### config.mk
export PLATFORM = sky130hd
export DESIGN_NAME = fifo_access_ctrl
export DESIGN_NICKNAME = d
export VERILOG_FILES = /design/src/rtl/fifo_access_pkg.sv /design/src/rtl/fifo_access_ctrl_rr_arbiter.sv /design/src/rtl/fifo_access_ctrl.sv
export SDC_FILE = /design/constraint.sdc
export NUM_CORES = 1
export LEC_CHECK = 0
export CORE_UTILIZATION = 34
export DETAILED_ROUTE_END_ITERATION = 10
export GPL_TIMING_DRIVEN = 0
export HOLD_SLACK_MARGIN = 0.15
export PLACE_DENSITY_LB_ADDON = 0.1
export SYNTH_ARGS = -nofsm -noshare
export SYNTH_HDL_FRONTEND = slang
export SYNTH_SLANG_ARGS = --single-unit
export TNS_END_PERCENT = 5
### constraint.sdc
create_clock -name clk -period 7.1 [get_ports clk]
set_clock_uncertainty 0.15 [all_clocks]
set_input_delay 1.42 -clock clk [delete_from_list [all_inputs] [get_ports clk]]
set_output_delay 1.42 -clock clk [all_outputs]
set_load 0.01 [all_outputs]
### src/rtl/fifo_access_pkg.sv
// Shared types and constants for the FIFO access controller.
package fifo_access_pkg;

    typedef enum logic {
        RUN   = 1'b0,
        DRAIN = 1'b1
    } state_e;

    localparam int DEPTH_DEF = 8;
    localparam int STALL_W   = 16;

    function automatic int clog2(input int value);
        int result;
        result = 0;
        for (int i = 0; i < 31; i++) begin
            if ((1 << i) < value) result = i + 1;
        end
        return result;
    endfunction

endpackage

### src/rtl/fifo_access_ctrl_rr_arbiter.sv
// Round-robin arbiter: one-hot grant to the first requester at or after the pointer.
module rr_arbiter
    import fifo_access_pkg::*;
#(
    parameter int NUM_REQ = 2
)
(
    input  logic               clk,
    input  logic               rst_n,
    input  logic [NUM_REQ-1:0] req,
    input  logic               enable,
    output logic [NUM_REQ-1:0] gnt
);

    localparam int PTR_W = (clog2(NUM_REQ) < 1) ? 1 : clog2(NUM_REQ);

    logic [PTR_W-1:0] r_ptr;
    logic [PTR_W-1:0] w_ptr_nxt;
    logic [PTR_W-1:0] w_idx;
    logic             w_found;

    // NOTE: every output of a combinational block gets a default first, so no path leaves it unassigned and no latch is inferred.
    always_comb begin
        gnt       = '0;
        w_ptr_nxt = r_ptr;
        w_idx     = '0;
        w_found   = 1'b0;
        for (int off = 0; off < NUM_REQ; off++) begin
            w_idx = PTR_W'((int'(r_ptr) + off) % NUM_REQ);
            if (enable && !w_found && req[w_idx]) begin
                w_found    = 1'b1;
                gnt[w_idx] = 1'b1;
                w_ptr_nxt  = PTR_W'((int'(r_ptr) + off + 1) % NUM_REQ);
            end
        end
    end

    // NOTE: clocked state uses non-blocking assignments so all registers update from pre-edge values.
    always_ff @(posedge clk or negedge rst_n) begin
        if (!rst_n) begin
            r_ptr <= '0;
        end else if (|gnt) begin
            r_ptr <= w_ptr_nxt;
        end
    end

endmodule

### src/rtl/fifo_access_ctrl.sv
// Write-port arbiter, read gate, occupancy tracker and flush drain in front of the 8x8 FIFO.
// Optional stall statistics counter enabled by defining FIFO_ACCESS_STATS_EN.
module fifo_access_ctrl
    import fifo_access_pkg::*;
#(
    parameter  int NUM_REQ = 2,
    parameter  int DATA_W  = 8,
    parameter  int DEPTH   = DEPTH_DEF,
    localparam int CNT_W   = clog2(DEPTH + 1)
)
(
`ifdef FIFO_ACCESS_STATS_EN
    input  logic                      stat_clr,
    output logic [STALL_W-1:0]        stall_cnt,
`endif
    input  logic                      clk,
    input  logic                      rst_n,
    input  logic [NUM_REQ-1:0]        wr_req,
    input  logic [NUM_REQ*DATA_W-1:0] wr_data,
    output logic [NUM_REQ-1:0]        wr_gnt,
    input  logic                      rd_req,
    output logic                      rd_gnt,
    output logic                      rd_valid,
    input  logic                      flush,
    output logic                      busy,
    output logic                      fifo_wr,
    output logic                      fifo_rd,
    output logic [DATA_W-1:0]         fifo_din,
    output logic [CNT_W-1:0]          count,
    output logic                      full,
    output logic                      empty
);

    localparam logic [CNT_W-1:0] CNT_MAX = CNT_W'(DEPTH);

    state_e           r_state;
    state_e           w_state_nxt;
    logic [CNT_W-1:0] r_count;
    logic [CNT_W-1:0] w_count_nxt;
    logic             r_rd_valid;
    logic             w_run;
    logic             w_drain;
    logic             w_wr_en;

    // Strobes are qualified with rst_n so the FIFO sees nothing while reset is held.
    assign w_run   = rst_n && (r_state == RUN);
    assign w_drain = rst_n && (r_state == DRAIN);
    assign w_wr_en = w_run && !full;

    assign full     = (r_count == CNT_MAX);
    assign empty    = (r_count == '0);
    assign count    = r_count;
    assign busy     = (r_state == DRAIN);
    assign rd_valid = r_rd_valid;

    rr_arbiter #(.NUM_REQ(NUM_REQ)) u_arb (
        .clk    (clk),
        .rst_n  (rst_n),
        .req    (wr_req),
        .enable (w_wr_en),
        .gnt    (wr_gnt)
    );

    assign fifo_wr = |wr_gnt;
    assign rd_gnt  = w_run && rd_req && !empty;
    assign fifo_rd = rd_gnt || (w_drain && !empty);

    always_comb begin
        fifo_din = '0;
        for (int i = 0; i < NUM_REQ; i++) begin
            if (wr_gnt[i]) fifo_din = wr_data[i*DATA_W +: DATA_W];
        end
    end

    always_comb begin
        w_count_nxt = r_count;
        if (fifo_wr && !fifo_rd) begin
            w_count_nxt = r_count + CNT_W'(1);
        end else if (!fifo_wr && fifo_rd) begin
            w_count_nxt = r_count - CNT_W'(1);
        end
    end

    // Drain ends once the last real read has been issued, so RUN resumes with count already 0.
    always_comb begin
        w_state_nxt = r_state;
        case (r_state)
            RUN:     if (flush) w_state_nxt = DRAIN;
            DRAIN:   if (w_count_nxt == '0) w_state_nxt = RUN;
            default: w_state_nxt = RUN;
        endcase
    end

    always_ff @(posedge clk or negedge rst_n) begin
        if (!rst_n) begin
            r_state    <= RUN;
            r_count    <= '0;
            r_rd_valid <= 1'b0;
        end else begin
            r_state    <= w_state_nxt;
            r_count    <= w_count_nxt;
            r_rd_valid <= rd_gnt;
        end
    end

    a_no_overflow: assert property (@(posedge clk) disable iff (!rst_n)
        !(full && fifo_wr && !fifo_rd));
    a_no_underflow: assert property (@(posedge clk) disable iff (!rst_n)
        !(empty && fifo_rd && !fifo_wr));

`ifdef FIFO_ACCESS_STATS_EN
    logic [STALL_W-1:0] r_stall_cnt;
    logic               w_stall;

    assign w_stall   = (|wr_req) && !fifo_wr && (full || (r_state == DRAIN));
    assign stall_cnt = r_stall_cnt;

    always_ff @(posedge clk or negedge rst_n) begin
        if (!rst_n) begin
            r_stall_cnt <= '0;
        end else if (stat_clr) begin
            r_stall_cnt <= '0;
        end else if (w_stall && (r_stall_cnt != '1)) begin
            r_stall_cnt <= r_stall_cnt + STALL_W'(1);
        end
    end
`endif

endmodule

Word-level counts from Yosys, hierarchy flattened
Index checks and enable logic that the tools add are counted. Widths: inputs -> output; s select.

Bitwise gates (word level): 2. Add/sub/neg operators: 4. Multiplexer cells: 20. Reductions and logical operators: 24. $lt $le $gt $ge: 4. Equal/unequal tests: 1.

Operator list (count): $mux 8 (2); $logic_and 1x1->1 (13); $mux 1 (11); $logic_not 4->1 (2); $mux 4 (2); $logic_not 1->1 (5); $add 4x1->4 const B (1); $eq 4x4->1 const B (1); $lt 1x2->1 const B (2); $mux 2 (2); $sub 4x1->4 const B (1); $add 1x1->1 const B (2); $demux 1 s1 (2); $ge 1x1->1 const B (2); $or 2x2->2 (1); $pmux 1 s2 (1); $reduce_and 2->1 (1); $reduce_bool 2->1 (1); $reduce_or 2->1 (1); $logic_or 1x1->1 (1); $not 1->1 (1).

Output and inout bits: 21. Input bits: 22. Logic and storage cells: 59. Register bits: 7.

Depth between registers and ports, before layout
Gate-level depths: netlist (run 1).

Depth after elaboration: 17. Gate-level depth with buffers: 8. Mapped depth without buffers: 8.

Hierarchy
From an unflattened synthesis (run 1), not the netlist that was laid out.

Cell total of the unflattened synthesis: 63. Area total of the unflattened synthesis: 544.3 um^2.

By module, submodules not included: fifo_access_ctrl (instances 1, area an instance 483.0 um^2, seq. area each 150.1 um^2, cells an instance 55); rr_arbiter (instances 1, area an instance 61.3 um^2, seq. area each 25.0 um^2, cells an instance 8).

Worst setup path after synthesis (run 1)
No wires, ideal clock.

Path type: input-to-output. Start: in rst_n. End: out fifo_din[0]. Required time: 5.530 ns. Arrival time: 2.561 ns. Stages on the path: 5. Slack: 2.969 ns. Buffers on the path: 0. Cell sequence: nand2b_1 -> nor2_1 -> nand2_1 -> a21oi_1 -> a22o_1.

Elaborated cells between the ends (all ways): 12. Classes of those cells: 5 x mux; 1 x bitwise; 6 x reduce/logical.

RTL lines: start: declaration (line fifo_access_ctrl.sv:17) `input logic rst_n,`; $logic_and 1x1->1 * (line fifo_access_ctrl.sv:46) `assign w_run = rst_n && (r_state == RUN);`; $logic_and 1x1->1 * (line fifo_access_ctrl.sv:48) `assign w_wr_en = w_run && !full;`; $logic_and 1x1->1 (line fifo_access_ctrl_rr_arbiter.sv:30) `if (enable && !w_found && req[w_idx]) begin`; $mux 1 (line fifo_access_ctrl_rr_arbiter.sv:30); $logic_not 1->1 (line fifo_access_ctrl_rr_arbiter.sv:30); $logic_and 1x1->1 (2 in a row) (line fifo_access_ctrl_rr_arbiter.sv:30); $mux 2 * (line fifo_access_ctrl_rr_arbiter.sv:30); named net wr_gnt[1] (line fifo_access_ctrl.sv:20) `output logic [NUM_REQ-1:0] wr_gnt,`; $mux 8 * (line fifo_access_ctrl.sv:71) `if (wr_gnt[i]) fifo_din = wr_data[i*DATA_W +: DATA_W];`; end: declaration (line fifo_access_ctrl.sv:28) `output logic [DATA_W-1:0] fifo_din,`.

The timed path passes the listed nets; every way through them passes the cells marked *.

Worst setup path after layout (run 1)
Start: in rst_n. End: out fifo_din[5].

Longest elaborated chain between the ends: 10. Elaborated cells between the ends (all ways): 12. Classes of those cells: 5 x mux; 1 x bitwise; 6 x reduce/logical.

RTL lines (line): $logic_and 1x1->1 * (fifo_access_ctrl.sv:46); $logic_and 1x1->1 * (fifo_access_ctrl.sv:48); $logic_and 1x1->1 (fifo_access_ctrl_rr_arbiter.sv:30); $mux 1 (fifo_access_ctrl_rr_arbiter.sv:30); $logic_not 1->1 (fifo_access_ctrl_rr_arbiter.sv:30); $logic_and 1x1->1 (2 in a row) (fifo_access_ctrl_rr_arbiter.sv:30); $mux 2 * (fifo_access_ctrl_rr_arbiter.sv:30); $mux 8 (fifo_access_ctrl.sv:71); $mux 8 * (fifo_access_ctrl.sv:71).

Mark *: on every way between the ends. The rest lies on a longest branch, timed or not.

==> metrics.yaml, run 1 <==
seq_area_frac_synth_pct: 32.71
r2r-end: "busy"
clock-sinks: 7
synth_compound_gate_area_share_pct: 27.57
yosys.area_share.simple_pct: 29.21
rrSetupSlack_ns: 4.49
synth_xor_area_share_pct: 1.636
gr-total-overflow: 0
fmax_mhz: 180.3
timing.setup.tns_ns: 0
switching_share_pct: 38.66
routed_wl_mm: 1.584
ys_seq_elements: 7
seqPwrFrac_pct: 28.3
end_kind: "output port"
drc: 0
antenna_found_initial: 0
start_kind: "input port"
final_max_slew_viol_count: 0
rsz0062_at_grt: "false"
synth_edf_count: 0
synthMuxAreaShare_pct: 0
synth_largest_area_cell: "dfrtp_1"
grt_pass1_vias: 543
grt_pass1_wl_mm: 2.484
track_usage_pct: 18.37
viasPerCell: 5.208
hp-start: "u_arb.r_ptr"
synth.distinct_cells: 26
cts-resized-gates: 0
instances_no_fill: 120
ioPinCount: 43
power.internal_mw: 0.1700
hold_class: "reg2reg"
r2r_start: "count[0]"
p_clk_share_pct: 12.9
relSlewSlack_pct: 54.06
hold_viol: 0
crit_type: "in2out"
routedWlPerCell_um: 13.20
power_frac_comb_pct: 58.8
p_leak_nw: 0.4210
synth_cells: 59
power_density_mw_per_mm2: 276.6
fin_nets: 130
whs_endpoint: "u_arb.r_ptr"
crit_arrival_ns: 3.98
status: "complete, no violations"
crit_required_ns: 5.53
gp_congestion: 0.8307
cts_root_buf: "clkbuf_4"
synthAdderAreaFrac_pct: 4.673
cts_buffers: 3
cts_max_path_buffers: 2
drv_cap: 0
ant_nets: 0
async_flop_share_pct: 100.0
critPathMaxStageDelay_ns: 0.70
p_sw_mw: 0.1072
worstHoldPathCells: 1
tightestPinTransition_ns: 0.6890
yosysWarnings: 0
start_util_pct: 38.73
cts_setup_buffers: 0
syn_nets: 83
path_clk_slew_ns: 0.05
portBuffers: 42
crit_top_cell: "clkdlybuf4s50_1"
reg2reg_depth: 8
rows: 13
cp_max_fo: 9
synth_top_family_by_area: "simple AND/OR/NAND/NOR gates"
synth_ff_type: "dfrtp_1"
cts-htree-levels: 1
synth.area.top_cells: "dfrtp_1, a22o_1, ha_1"
postCtsHoldBufs: 0
crit_slowest_cell: "clkdlybuf4s50_1"
cts_tree: "built"
total_power_mw: 0.2772
utilization_pct: 72.49
fp.dieW_um: 41.69
worstPathCellList: "clkdlybuf4s50_1 > nand2b_1 > nor2_1 > nand2_1 > a21oi_1 > a22o_1 > clkdlybuf4s50_1"
clk_latency_ns: 0.25
first_pass_iters: 4
drive_above_1_share_pct: 12.38
finalSetupViolCount: 0
vdd_drop_max_mv: 0.2246
dp_cells: 116
die_h_um: 41.69
via_count: 625
area_growth_pct: 87.15
netlist_area_sq_um: 535.5
core_sq_mm: 0.001383
n_antenna_cell: 0
fp.dieArea_sq_mm: 0.001738
drt_iter0_drc: 6
avgSynthCellArea_sq_um: 9.077
synth_top_area_share_pct: 32.71
whs_ns: 0.3689
timing.final.crit_share_pct: 78.13
fin_crit_ns: 5.547
dp_hpwl_mm: 1.282
grt_max_degree: 10
-- sequential cells by signal, indices dropped and copies added (netlist names) --
name,count
busy,1
rd_valid,1
count,4
u_arb.r_ptr,1
-- critical path, delay by kind of cell --
kind,cells,cell delay [ns]
compound gates,2,0.78
simple gates,3,0.53
buf+inv,2,1.24
-- placed cells by master (no fill, tap or decap), drive strengths merged, types with 2 or more instances in the layout --
cell type / n
ha: 2
clkdlybuf4s50: 42
nand2: 2
a22o: 8
nor3b: 2
dfrtp: 7
inv: 6
nand2b: 2
and3b: 3
clkbuf: 3
nor3: 4
o21ai: 2
a31oi: 2
a21oi: 3
nor2: 6
-- metrics by stage --
| step | setup WS, ns | area, sq um |
|---|---|---|
| detailed placement | 1.544 | 974.7 |
| global placement | 1.594 | 974.7 |
| finish | 1.553 | 1002 |
| floorplan | 2.969 | 535.5 |
| global route | 1.333 | 1002 |
| CTS | 1.523 | 1002 |
-- synthesized netlist by cell type (all sizes together), types with 2 or more instances --
cell    instances
a22o            8
dfrtp           7
inv             6
nor2            6
nor3            4
a21oi           3
and3b           3
a31oi           2
ha              2
nand2           2
nand2b          2
nor3b           2
o21ai           2
-- per-layer routing --
metal,track usage (%),up-vias,wire (um)
met5,0,-,0
met4,1.935,0,0
met3,7.391,0,91
met2,30.31,17,826
met1,23.24,298,666
li1,-,310,-
-- cells by family after synthesis --
family	after synthesis
adders and majority gates	2
xor gates and xnor gates	1
buffers and inverters	6
and+or+nand+nor	24
DFF	7
AOI/OAI and AO/OA	19
-- power groups by stage --
stage / clock network (mW) / logic (mW) / registers, mW
detailed placement: 0 / 0.163 / 0.0790
global placement: 0 / 0.159 / 0.0781
CTS: 0.0378 / 0.164 / 0.0786
global route: 0.0403 / 0.179 / 0.0810
floorplan: 0 / 0.0850 / 0.0807
finish: 0.0357 / 0.163 / 0.0784
-- worst max path at each step --
| stage | start | endpoint | slack, ns | cells past startpoint |
|---|---|---|---|---|
| 6_report | rst_n | fifo_din[5] | 1.55 | 7 |
| 5_1_grt | rst_n | fifo_din[5] | 1.33 | 7 |
| 4_1_cts | rst_n | fifo_din[5] | 1.52 | 7 |
| 3_5_place_dp | rst_n | fifo_din[5] | 1.54 | 7 |
| 3_3_place_gp | rst_n | fifo_din[5] | 1.59 | 7 |
| 2_1_floorplan | rst_n | fifo_din[0] | 2.97 | 5 |
-- area by class of cell --
type	instances	area, sq um
Clock buffer	3	22.52
Clock inverter	1	5.005
Fill cell	110	380.4
Inverter	6	22.52
Multi-Input combinational cell	46	337.8
Sequential cell	7	175.2
Tap cell	15	18.77
Timing Repair Buffer	42	420.4
Power figures use the tool's default switching activity.
==> run 2, diff against run 1 <==
--- a/config.mk
+++ b/config.mk
@@ -5,7 +5,7 @@
 export SDC_FILE = /design/constraint.sdc
 export NUM_CORES = 1
 export LEC_CHECK = 0
-export CORE_UTILIZATION = 34
+export CORE_UTILIZATION = 28
 export DETAILED_ROUTE_END_ITERATION = 10
 export GPL_TIMING_DRIVEN = 0
 export HOLD_SLACK_MARGIN = 0.15
==> constraint.sdc (replaced) <==
create_clock -name clk -period 5.1 [get_ports clk]
set_clock_uncertainty 0.15 [all_clocks]
set_input_delay 1.02 -clock clk [delete_from_list [all_inputs] [get_ports clk]]
set_output_delay 1.02 -clock clk [all_outputs]
set_load 0.01 [all_outputs]
==> run 2 against run 1 <==
Sequential power is 38% higher. First-iteration DRC count is 67% higher. Worst setup slack worse by 1.1 ns. Wire length is 7.9% lower.
==> metrics.yaml, run 2 (synthesized netlist as in run 1, its figures left out) <==
status: "complete, no violations"
fp.dieArea_sq_mm: 0.002091  # +20%
rows: 15  # +2
finalSetupViolCount: 0  # unchanged
crit_slowest_cell: "clkdlybuf4s50_1"
fin_crit_ns: 4.660
ant_nets: 0  # unchanged
crit_top_cell: "clkdlybuf4s50_1"
cts_tree: "built"
rsz0062_at_grt: "false"
r2r_start: "count[0]"
cts_max_path_buffers: 2  # unchanged
multi_input_area_sq_um: 337.8  # unchanged
hp-start: "u_arb.r_ptr"
clk_latency_ns: 0.25  # about the same
drive_above_1_share_pct: 11.43  # -0.95 points
crit_arrival_ns: 3.49  # -0.49 ns
fmax_mhz: 214.6
timing.setup.tns_ns: 0  # unchanged
rrSetupSlack_ns: 2.53  # -1.96 ns
track_usage_pct: 14.98  # -3.4 points
postLayoutCellArea_sq_mm: 0.001013  # +1.1%
whs_endpoint: "u_arb.r_ptr"
start_util_pct: 30.35  # -8.4 points
cp_max_fo: 9  # unchanged
cts_setup_buffers: 0  # unchanged
dp_hpwl_mm: 1.205  # -6.0%
routedWlPerCell_um: 11.22  # -15%
hold_viol: 0  # unchanged
regArea_sq_um: 175.2  # unchanged
worstHoldPathCells: 1  # unchanged
ioPinCount: 43  # unchanged
area_growth_pct: 89.25
power_density_mw_per_mm2: 379.1  # +37%
postCtsHoldBufs: 0  # unchanged
cts-htree-levels: 1  # unchanged
fin_nets: 130  # unchanged
cts-resized-gates: 0  # unchanged
portBuffers: 42  # unchanged
tightestPinTransition_ns: 0.6276  # -0.06140 ns
p_leak_nw: 0.4183  # -0.65%
grt_pass1_vias: 535  # -1.5%
grt_max_degree: 10  # unchanged
vdd_drop_max_mv: 0.2629  # +17%
reg2reg_depth: 8  # unchanged
timing.final.crit_share_pct: 91.37
largest_reg_flops: 4  # unchanged
nFillCells: 183  # +66%
antenna_found_initial: 0  # unchanged
via_count: 628  # +0.48%
whs_ns: 0.3641  # -0.004805 ns
clock-sinks: 7  # unchanged
drc: 0  # unchanged
first_pass_iters: 4  # unchanged
gp_congestion: 0.8099  # -2.5%
final_cell_mix: "clkdlybuf4s50_1, a22o_1, dfrtp_1, inv_1, nor2_1"
die_h_um: 45.73  # +9.7%
core_sq_mm: 0.001764  # +28%
hold_class: "reg2reg"
crit_type: "in2out"
worstPathCellList: "clkdlybuf4s50_1 > nand2b_1 > nor2_1 > nand2_1 > a21oi_1 > a22o_1 > clkdlybuf4s50_1"
cts_root_buf: "clkbuf_4"
final_max_slew_viol_count: 0  # unchanged
postPlaceCellArea_sq_um: 987.2  # +1.3%
routed_wl_mm: 1.459  # -7.9%
cts_buffers: 3  # unchanged
grt_pass1_wl_mm: 2.173  # -13%
gr-total-overflow: 0  # unchanged
n_antenna_cell: 0  # unchanged
start_kind: "input port"
layout_commonest_cell: "clkdlybuf4s50_1"
viasPerCell: 4.831  # -7.2%
r2r-end: "busy"
fp.dieW_um: 45.73  # +9.7%
drv_cap: 0  # unchanged
critPathMaxStageDelay_ns: 0.69  # about the same
end_kind: "output port"
crit_required_ns: 3.93  # -1.60 ns
path_clk_slew_ns: 0.05  # about the same
drt_iter0_drc: 10  # +4
relSlewSlack_pct: 58.16  # +4.1 points
## run 2: cell count changes in the layout (fill, tap and decap cells not counted), sizes merged
cell	before	now
clkbuf	3	4
clkinv	1	0
## run 2: worst max-delay path, delay by kind of cell
family,cells,cell delay (ns)
buffers and inverters,2,1.22
AND/OR/NAND/NOR,3,0.50
AO/OA/AOI/OAI,2,0.74
## run 2: final cells by class
class,instances,area share [%]
repair buffers,42,41.48
clock buffers,4,2.593
inverters,6,2.222
multi-input cells,46,33.33
well taps,25,3.086
flip-flops and latches,7,17.28
## run 2: how the worst max path moves through the flow
stage               cells after the start  slack, ns   from     endpoint
floorplan                               5       1.77  rst_n  fifo_din[0]
global placement                        7       0.42  rst_n  fifo_din[5]
detailed placement                      7       0.39  rst_n  fifo_din[2]
CTS                                     7       0.37  rst_n  fifo_din[2]
global route                            7       0.19  rst_n  fifo_din[5]
finish                                  7       0.44  rst_n  fifo_din[2]
## run 2: power by group
group          internal [mW]  leakage (nW)  switching, mW
clock network         0.0299        0.0150         0.0210
registers             0.0794        0.0821         0.0289
logic                  0.128         0.321         0.0968
total                  0.237         0.418          0.147
## run 2: routing by layer
layer  share of wire, %  global-route usage [%]  up-vias
met2                 44                   24.00       36
met1                 40                   15.93      276
li1                   -                       -      314
met4                1.3                   8.824        0
met5                  0                       0        -
met3                 15                   7.143        2
## run 2: through the flow
stage / std cells / setup slack [ns] / power [mW] / utilization, %
2_1_floorplan: 59 / 1.769 / 0.2308 / -
3_3_place_gp: 126 / 0.4183 / 0.3331 / 55.96
3_5_place_dp: 126 / 0.3894 / 0.3360 / 55.96
4_1_cts: 130 / 0.3739 / 0.3898 / 57.45
5_1_grt: 130 / 0.1903 / 0.4214 / 57.45
6_report: 130 / 0.4404 / 0.3842 / 57.45
==> run 3, diff against run 2 <==
--- a/config.mk
+++ b/config.mk
@@ -5,7 +5,7 @@
 export SDC_FILE = /design/constraint.sdc
 export NUM_CORES = 1
 export LEC_CHECK = 0
-export CORE_UTILIZATION = 28
+export CORE_UTILIZATION = 34
 export DETAILED_ROUTE_END_ITERATION = 10
 export GPL_TIMING_DRIVEN = 0
 export HOLD_SLACK_MARGIN = 0.15
==> constraint.sdc (replaced) <==
create_clock -name clk -period 5.4 [get_ports clk]
set_clock_uncertainty 0.15 [all_clocks]
set_input_delay 1.08 -clock clk [delete_from_list [all_inputs] [get_ports clk]]
set_output_delay 1.08 -clock clk [all_outputs]
set_load 0.01 [all_outputs]
==> results of run 3 <==
Same layout as run 1 (identical final DEF). Status: complete, no violations.
Main changes from that run: setup slack after placement 1.544 ns -> 0.5241 ns; setup slack after layout 1.553 ns -> 0.5328 ns; register-to-register setup slack 4.49 ns -> 2.79 ns; total power 0.2772 mW -> 0.3645 mW; worst IR drop on VDD 0.2246 mV -> 0.2954 mV
